`src/rtl/dma_sched.sv`:
```
// DMA request scheduler: arbitrates RX/TX/BDL requesters onto a single host-bus DMA engine,
// latches the winner's descriptor, runs the start/done handshake and guards it with a watchdog.
module dma_sched #(
  parameter int unsigned TMO_W = 16,
  parameter int unsigned WC_W  = 12
) (
  input  logic              clk_i,
  input  logic              rst_i,
  input  logic              enable_i,
  input  logic [2:0]        req_i,
  input  logic [65:0]       req_hadr_i,
  input  logic [44:0]       req_ladr_i,
  input  logic [3*WC_W-1:0] req_wcnt_i,
  input  logic [2:0]        req_dir_i,
  output logic [2:0]        gnt_o,
  output logic [2:0]        done_o,
  output logic [2:0]        err_o,
  output logic              eng_start_o,
  output logic              eng_abort_o,
  output logic [21:0]       eng_hadr_o,
  output logic [14:0]       eng_ladr_o,
  output logic [WC_W-1:0]   eng_wcnt_o,
  output logic              eng_dir_o,
  input  logic              eng_done_i,
  input  logic              eng_nxm_i
);

  localparam logic [2:0] StIdle  = 3'd0;
  localparam logic [2:0] StLoad  = 3'd1;
  localparam logic [2:0] StStart = 3'd2;
  localparam logic [2:0] StWait  = 3'd3;
  localparam logic [2:0] StDone  = 3'd4;

  // Watchdog value in the last WAIT cycle before the count would reach all-ones.
  localparam logic [TMO_W-1:0] WdLast = {{(TMO_W-1){1'b1}}, 1'b0};
  localparam logic [TMO_W-1:0] WdOne  = {{(TMO_W-1){1'b0}}, 1'b1};

  logic [2:0]      state_q, state_d;
  logic [2:0]      gnt_q, gnt_d;
  logic [2:0]      done_q, done_d;
  logic [2:0]      err_q, err_d;
  logic            start_q, start_d;
  logic            abort_q, abort_d;
  logic [21:0]     hadr_q, hadr_d;
  logic [14:0]     ladr_q, ladr_d;
  logic [WC_W-1:0] wcnt_q, wcnt_d;
  logic            dir_q, dir_d;
  logic            rr_q, rr_d;
  logic [TMO_W-1:0] wd_q, wd_d;

  logic [1:0]      win;
  logic [2:0]      sel_gnt;
  logic [21:0]     sel_hadr;
  logic [14:0]     sel_ladr;
  logic [WC_W-1:0] sel_wcnt;
  logic            sel_dir;

  // BDL always wins; RX/TX tie goes to whichever was not served last.
  always_comb begin
    if (req_i[2]) begin
      win = 2'd2;
    end else if (req_i[0] && req_i[1]) begin
      win = rr_q ? 2'd0 : 2'd1;
    end else if (req_i[0]) begin
      win = 2'd0;
    end else begin
      win = 2'd1;
    end
  end

  always_comb begin
    case (win)
      2'd0: begin
        sel_gnt  = 3'b001;
        sel_hadr = req_hadr_i[21:0];
        sel_ladr = req_ladr_i[14:0];
        sel_wcnt = req_wcnt_i[WC_W-1:0];
        sel_dir  = req_dir_i[0];
      end
      2'd1: begin
        sel_gnt  = 3'b010;
        sel_hadr = req_hadr_i[43:22];
        sel_ladr = req_ladr_i[29:15];
        sel_wcnt = req_wcnt_i[2*WC_W-1:WC_W];
        sel_dir  = req_dir_i[1];
      end
      default: begin
        sel_gnt  = 3'b100;
        sel_hadr = req_hadr_i[65:44];
        sel_ladr = req_ladr_i[44:30];
        sel_wcnt = req_wcnt_i[3*WC_W-1:2*WC_W];
        sel_dir  = req_dir_i[2];
      end
    endcase
  end

  always_comb begin
    state_d = state_q;
    gnt_d   = gnt_q;
    done_d  = 3'b000;
    err_d   = 3'b000;
    start_d = 1'b0;
    abort_d = 1'b0;
    hadr_d  = hadr_q;
    ladr_d  = ladr_q;
    wcnt_d  = wcnt_q;
    dir_d   = dir_q;
    rr_d    = rr_q;
    wd_d    = wd_q;
    case (state_q)
      StIdle: begin
        if (enable_i && (req_i != 3'b000)) begin
          gnt_d   = sel_gnt;
          hadr_d  = sel_hadr;
          ladr_d  = sel_ladr;
          wcnt_d  = sel_wcnt;
          dir_d   = sel_dir;
          state_d = StLoad;
        end
      end
      StLoad: begin
        if (wcnt_q == '0) begin
          done_d  = gnt_q;
          err_d   = gnt_q;
          state_d = StDone;
        end else begin
          start_d = 1'b1;
          state_d = StStart;
        end
      end
      StStart: begin
        wd_d    = '0;
        state_d = StWait;
      end
      StWait: begin
        if (eng_done_i) begin
          done_d  = gnt_q;
          err_d   = gnt_q & {3{eng_nxm_i}};
          state_d = StDone;
        end else if (wd_q == WdLast) begin
          wd_d    = '1;
          abort_d = 1'b1;
          done_d  = gnt_q;
          err_d   = gnt_q;
          state_d = StDone;
        end else begin
          wd_d = wd_q + WdOne;
        end
      end
      StDone: begin
        if (gnt_q[0]) begin
          rr_d = 1'b0;
        end else if (gnt_q[1]) begin
          rr_d = 1'b1;
        end
        gnt_d   = 3'b000;
        wd_d    = '0;
        state_d = StIdle;
      end
      default: begin
        gnt_d   = 3'b000;
        state_d = StIdle;
      end
    endcase
  end

  always_ff @(posedge clk_i) begin
    if (rst_i) begin
      state_q <= StIdle;
      gnt_q   <= 3'b000;
      done_q  <= 3'b000;
      err_q   <= 3'b000;
      start_q <= 1'b0;
      abort_q <= 1'b0;
      hadr_q  <= '0;
      ladr_q  <= '0;
      wcnt_q  <= '0;
      dir_q   <= 1'b0;
      rr_q    <= 1'b1;
      wd_q    <= '0;
    end else begin
      state_q <= state_d;
      gnt_q   <= gnt_d;
      done_q  <= done_d;
      err_q   <= err_d;
      start_q <= start_d;
      abort_q <= abort_d;
      hadr_q  <= hadr_d;
      ladr_q  <= ladr_d;
      wcnt_q  <= wcnt_d;
      dir_q   <= dir_d;
      rr_q    <= rr_d;
      wd_q    <= wd_d;
    end
  end

  assign gnt_o       = gnt_q;
  assign done_o      = done_q;
  assign err_o       = err_q;
  assign eng_start_o = start_q;
  assign eng_abort_o = abort_q;
  assign eng_hadr_o  = hadr_q;
  assign eng_ladr_o  = ladr_q;
  assign eng_wcnt_o  = wcnt_q;
  assign eng_dir_o   = dir_q;

endmodule

```
`config.mk`:
```
export PLATFORM = sky130hd
export DESIGN_NAME = dma_sched
export DESIGN_NICKNAME = d
export VERILOG_FILES = /design/src/rtl/dma_sched.sv
export SDC_FILE = /design/constraint.sdc
export NUM_CORES = 1
export LEC_CHECK = 0
export BUFFER_PORTS_ARGS = -buffer_cell sky130_fd_sc_hd__buf_2
export CORE_MARGIN = 3
export CORE_UTILIZATION = 35
export CTS_CLUSTER_DIAMETER = 150
export DETAILED_ROUTE_END_ITERATION = 6
export PLACE_DENSITY_LB_ADDON = 0.08
export SYNTH_ARGS = -nofsm -noshare
export SYNTH_HDL_FRONTEND = slang
export SYNTH_SLANG_ARGS = --single-unit
```
`constraint.sdc`:
```
create_clock -name clk_i -period 1.56 [get_ports clk_i]
set_input_delay 0.078 -clock clk_i [delete_from_list [all_inputs] [get_ports clk_i]]
set_output_delay 0.078 -clock clk_i [all_outputs]
set_load 0.05 [all_outputs]
```
==> results by group, run 1 <==
Outcome
  • Outcome: complete, but fails checks
  • Failing checks: negative setup slack

Logic synthesis
  • Synthesized area: approximately 3800 um^2
  • Synth Area per Inst: 9.088 um^2
  • Synth area leader: dfxtp_1
  • Area share of the largest cell type after synthesis: 43.10%
  • Top FF cell, synth: dfxtp_1
  • Sequential area share after synthesis: 43.10%
  • EDFF count, synth: 0
  • Synth area leaders: dfxtp_1, a222oi_1, a211oi_1, nor2_1, clkbuf_1
  • Yosys cell types: between 40 and 50
  • Syn_nets: 574
  • Async set-reset flop share out of synthesis: 0%
  • Flops & latches, synth: 81
  • Post-synthesis cell count: 414
  • Warnings from Yosys: 0

Global routing
  • Vias in the first global route: 4045
  • Largest net degree at the start of global routing: 52
  • GR met1 Demand/Resource: a little over a quarter
  • Initial antenna violation count: 1
  • Overall routing resource usage: between 20 and 25%
  • First-pass GRT wire length: 20670 um
  • GR peak layer: met2
  • GR Overflow Total: 0
  • M2 GR Usage: 38.45%
  • GR Util met3: 6.577%

Place
  • Pre-CTS WS: -0.1389 ns
  • Gp weighted congestion: 0.8393
  • DP Wirelength: a little under 10000 um
  • IO Port Bufs: roughly 220

Clock network
  • CTS buffer count: 9
  • Root Driver: clkbuf_8
  • CTS tree: done
  • Post-CTS Hold Buffers: 0
  • CTS H-Tree Depth: 3
  • Clk slew on worst S/H paths: ~0.09 ns
  • Num Clock Sinks: 81
  • Clk_lat worst skew: 0.35 ns
  • Clock buffer depth: 2

STA
  • Final setup viols: 14
  • Final Hold Viols: 0
  • Slack of the critical path: -0.1038 ns
  • RSZ-0062 raised after global routing: yes
  • Achievable Freq: about 600 MHz
  • Hold_ws: 0.09002 ns
  • Worst slew margin: 69.95%
  • Worst slew pin tran: about 0.45 ns
  • Worst Skew: around 0.010 ns
  • Min Tclk post-route: 1.664 ns
  • Tcrit/Tclk final: 106.7%
  • Max-slew violation count: 0

Floorplanning
  • Core Box Area: 10370 um^2
  • Starting density of the core: 36.28%
  • Ports: 219
  • Die Area: approximately 12000 um^2
  • Row Count: 37
  • Horiz. Die Dim: 109.7 um
  • DIE HEIGHT: around 110 um

Power and ir drop
  • Peak supply drop: roughly 0.00053 V
  • Tot Pwr: ~0.0066 W
  • Total leakage power: 2.812 nW
  • Power density over cell area: 1058 nW/um^2

Routing
  • Routed Antenna Nets: 0
  • Pre-antenna DRT Iters: 7
  • Via density: 5.672
  • DRC errors left: 0
  • Routed Wire Length: 16010 um
  • DR vias: 4651
  • Starting DRT DRC Count: roughly 380
  • DR WL/cell: 19.52 um

Layout
  • Finished Core Util: between 50% and 60%
  • Synth-to-layout area growth: 65.11%
  • Layout filler cell count: roughly 960
  • Layout cells sized above 1: 52.86%
  • Nets: 840

Worst setup path
  • Worst path bufs/invs: 1
  • Critical path endpoint category: flip-flop
  • Critical Path Start Type: flip-flop
  • Slowest CP cell: or4_4
  • Worst-path fanout max: 5
  • Kind of critical path: reg2reg
  • Worst path max stage delay: 0.57 ns
  • Delay-heaviest family, CP: simple AND/OR/NAND/NOR gates
  • Worst path required time: between 1.5 and 2 ns
  • Critical-path cell list: inv_2, ha_4, nand4_1, or4_4, a211oi_4, and2_1
  • Worst EP arrival: between 1.5 and 2 ns

Flow run
  • Max Cap Viol: 0

Min path
  • Hold Path Class: in2reg
## worst reg2reg max path, delay by kind of cell (launching register included)
kind	cells	cell delay, ns
DFF	1	0.33
and+or+nand+nor	3	0.81
AOI/OAI and AO/OA	1	0.30
buffers and inverters	1	0.07
adders and majority gates	1	0.11
## cells in the mapped netlist, types with 2 or more instances
library cell and number:
nor4_1 6, inv_1 4, buf_2 10, and4_1 2, nor2b_1 2, nand2_1 18
o21ai_0 14, nand4_1 10, nand3_1 13, o31ai_1 2, and2_1 5, dfxtp_1 81
or3_1 8, nor2_1 52, nor3_1 3, a222oi_1 50, a22o_1 8, clkbuf_1 31
ha_1 2, o21a_1 2, a21oi_1 12, mux2i_1 4, a211oi_1 50, a21o_1 5
## where the power goes
part / internal (W) / switching (W)
Clock: 0.000881 / 0.000768
Combinational: 0.000943 / 0.00156
Sequential: 0.00228 / 0.000141
Total: 0.00411 / 0.00247
## layout by cell type, fill, tap and decap left out, drive strengths merged, types with 3 or more instances in the layout
cell type and count:
inv 4, buf 286, dfxtp 81, a222oi 50, and2 5, mux2i 4, or3 8, nor4 6
nor2 52, a21o 5, nor3 3, a21oi 12, nand3 13, nand4 11, nand2 18, clkbuf 20
a211oi 52, o21ai 14, a22o 8
## logic make-up after synthesis
| group | Yosys count | synth area share (%) |
|---|---|---|
| buf+inv | 45 | 4.822 |
| flops | 81 | 43.10 |
| compound gates | 149 | 32.29 |
| mux | 4 | 1.064 |
| simple gates | 132 | 17.83 |
| fa+ha+maj | 2 | 0.6650 |
| xor+xnor | 1 | 0.2328 |
## cell type report
type,count,area [um^2],share of cell area (%)
multi-input combinational,288,2145,34.52
timing repair buffer,296,2048,32.97
sequential,81,1634,26.30
tap,136,170.2,2.739
clock buffer,10,127.6,2.054
clock inverter,4,70.07,1.128
inverter,4,15.01,0.2417
antenna,1,2.502,0.04028
## metrics by stage
stage	setup TNS (ns)	cells	area, um^2
3_3_place_gp	-0.8601	778	5328
5_1_grt	-2.268	820	6212
6_report	-0.5681	820	6212
4_1_cts	-0.9079	796	5673
2_1_floorplan	-0.1279	414	3790
3_5_place_dp	-1.257	778	5328
## timing repair
item / 4_1_cts / 5_1_grt
buffers inserted: 1 / 9
pin swaps: 9 / 35
gates resized for setup: 10 / 51
endpoints found under the setup margin: 19 / 74
cloned: 3 / 16
## registers in the layout, summed over array words and instances, names as in the netlist
signal / flops
eng_abort_o: 1
eng_wcnt_o: 12
eng_ladr_o: 15
wd_q: 16
eng_start_o: 1
gnt_o: 3
done_o: 3
eng_hadr_o: 22
eng_dir_o: 1
rr_q: 1
state_q: 3
err_o: 3
## final timing paths
check	from	end	slack, ns	depth (start not counted)
max	wd_q[0]	done_o[0]	-0.10	6
max reg2reg	wd_q[0]	done_o[0]	-0.10	6
min reg2reg	gnt_o[2]	err_o[2]	0.47	2
min	req_ladr_i[22]	eng_ladr_o[7]	0.09	3
## routing by layer
metal / up-vias / part of all wire, % / routed length (um)
met3: 12 / 7.4 / 1185
met4: 0 / 1.5 / 235
met2: 205 / 51 / 8159
met1: 2238 / 40 / 6426
met5: - / 0 / 0
li1: 2196 / - / -
Note: power is estimated with default switching activity, not from simulation.
==> run 2, diff against run 1 <==
- REMOVE_ABC_BUFFERS: not set -> 1
==> run 2 against run 1 <==
  * Routed wire length fell by 11%
  * Highest routed layer unchanged
  * Non-clock buffer count fell by 10
  * The run ends with design-rule violations, negative setup slack left
  * Utilization fell by 1.8 points
  * Critical endpoint is now done_o[1]
  * Power fell by 2.1%
==> results by group, run 2 (synthesized netlist as in run 1, its figures left out) <==
Clock network
  • Num Clock Sinks: 81
  • Root Driver: clkbuf_8
  • Clock buffer depth: 2
  • CTS buffer count: 9
  • Clk_lat worst skew: 0.36 ns
  • CTS H-Tree Depth: 3
  • Clk slew on worst S/H paths: 0.09 ns
  • CTS tree: done

Routing
  • DR vias: 4490
  • Via density: roughly 5.5
  • Pre-antenna DRT Iters: 7
  • Routed Antenna Nets: 0
  • DRC errors left: 24
  • Routed Wire Length: 14290 um
  • DR WL/cell: 17.62 um
  • Starting DRT DRC Count: ~370

Worst setup path
  • Critical Path Start Type: flip-flop
  • Worst path max stage delay: around 0.56 ns
  • FF-to-FF setup slack: -0.1 ns
  • Critical-path cell list: inv_2, ha_4, nand4_1, or4_4, a211oi_4, and2_1
  • Worst-path fanout max: 5
  • Worst path required time: 1.87 ns
  • Kind of critical path: reg2reg
  • Worst EP arrival: ~2 ns
  • Critical path endpoint category: flip-flop
  • Slowest CP cell: or4_4

Flow run
  • Max Cap Viol: 0

STA
  • Worst slew margin: around 60%
  • Min Tclk post-route: 1.656 ns
  • Worst Skew: 0.01656 ns
  • Hold_ws: approximately 0.11 ns
  • Achievable Freq: 603.8 MHz
  • Max-slew violation count: 0
  • Final Hold Viols: 0
  • RSZ-0062 raised after global routing: yes
  • Slack of the critical path: -0.09616 ns
  • Final setup viols: 17
  • Worst slew pin tran: roughly 0.6 ns
  • Tcrit/Tclk final: 106.2%

Layout
  • Nets: 831
  • Finished Core Util: slightly below 60%
  • Commonest non-fill, non-tap cell in the layout: buf_2
  • Max reg flops: 22
  • Layout filler cell count: 969
  • Register area: around 1600 um^2
  • Multi-input gate area: 2091 um^2
  • Layout cells sized above 1: just over 50%
  • Final std cells w/o fill: 811
  • Most frequent cells in the layout: buf_2, dfxtp_1, nor2_1, a222oi_1, a211oi_1
  • Synth-to-layout area growth: 60.16%
  • Antenna cell count: 0

Global routing
  • GR met1 Demand/Resource: approximately a quarter
  • M2 GR Usage: a little over a third
  • Overall routing resource usage: 21.23%
  • Vias in the first global route: 3973
  • First-pass GRT wire length: 19980 um
  • GR peak layer: met2
  • GR Overflow Total: 0
  • GR Util met3: 5.755%
  • Largest net degree at the start of global routing: 55
  • Initial antenna violation count: 0

Place
  • DP Wirelength: approximately 9600 um
  • Placed Cells: 774
  • IO Port Bufs: 218
  • Gp weighted congestion: 0.8761

Power and ir drop
  • Tot Pwr: 0.006433 W
  • Power density over cell area: 1068 nW/um^2
  • Total leakage power: 2.739 nW
  • Peak supply drop: just over 0.0005 V

Floorplanning
  • Row Count: 37
  • Core Box Area: 10370 um^2
  • Horiz. Die Dim: 109.7 um
  • Die Area: 12030 um^2
  • Starting density of the core: 36.28%
  • DIE HEIGHT: 109.7 um
  • Ports: approximately 220

Outcome
  • Failing checks: design-rule violations, negative setup slack
  • Outcome: complete, but fails checks

Min path
  • Hold Path Class: in2reg
run 2: changes by cell type in the layout (fill, tap and decap cells not counted), moves of 2 or more:
cell,change
buf_6,-10
o21ai_0,+9
a211oi_1,+6
a211oi_2,-6
o21ai_2,-6
o21ai_1,-3
buf_12,-2
run 2: through the flow:
step	area, um^2	setup TNS (ns)	setup WS, ns
final	6026	-1.111	-0.09616
after global routing	6026	-3.115	-0.1914
after CTS	5615	-0.8821	-0.09519
after detailed placement	5289	-2.230	-0.1994
after global placement	5289	-1.583	-0.1414
after floorplan	3596	-64.66	-1.253
run 2: what timing repair did:
item                                    in CTS  in global routing
hold endpoints to repair                     1                  0
gates resized for setup                     11                 32
hold buffers                                 1                  0
pin swaps                                    8                 14
endpoints found under the setup margin      26                 62
setup buffers                                2                  6
cloned                                       2                 11
run 2: worst paths after layout:
check	cells after the start	end	from
worst max-delay path	6	done_o[1]	wd_q[0]
worst min-delay path	3	eng_ladr_o[7]	req_ladr_i[22]
worst max register to register	6	done_o[1]	wd_q[0]
worst min register to register	2	eng_hadr_o[0]	eng_hadr_o[0]
run 2: metal layers:
layer / wire length [um] / up-vias / share of wire (%)
met5: 0 / - / 0
met4: 157 / 0 / 1.1
met3: 988 / 13 / 6.9
met2: 7452 / 169 / 52
met1: 5693 / 2119 / 40
li1: - / 2189 / -
run 2: layout make-up:
class / count / share of cell area (%)
multi-input combinational: 289 / 34.70
clock buffer: 10 / 2.118
clock inverter: 5 / 1.350
sequential: 81 / 27.18
timing repair buffer: 286 / 31.58
tap: 136 / 2.824
inverter: 4 / 0.2492
run 2: power by group:
group          leakage [nW]  internal, W  switching [W]
Sequential            0.668      0.00228       0.000148
Clock                 0.102     0.000894       0.000767
Combinational          1.97     0.000887        0.00145
Total                  2.74      0.00406        0.00237
run 2: critical path: cells and delay by family (launching register included):
family / cells / cell delay [ns]
AOI/OAI and AO/OA: 1 / 0.27
adders and majority gates: 1 / 0.13
buffers and inverters: 1 / 0.08
DFF: 1 / 0.33
and+or+nand+nor: 3 / 0.82
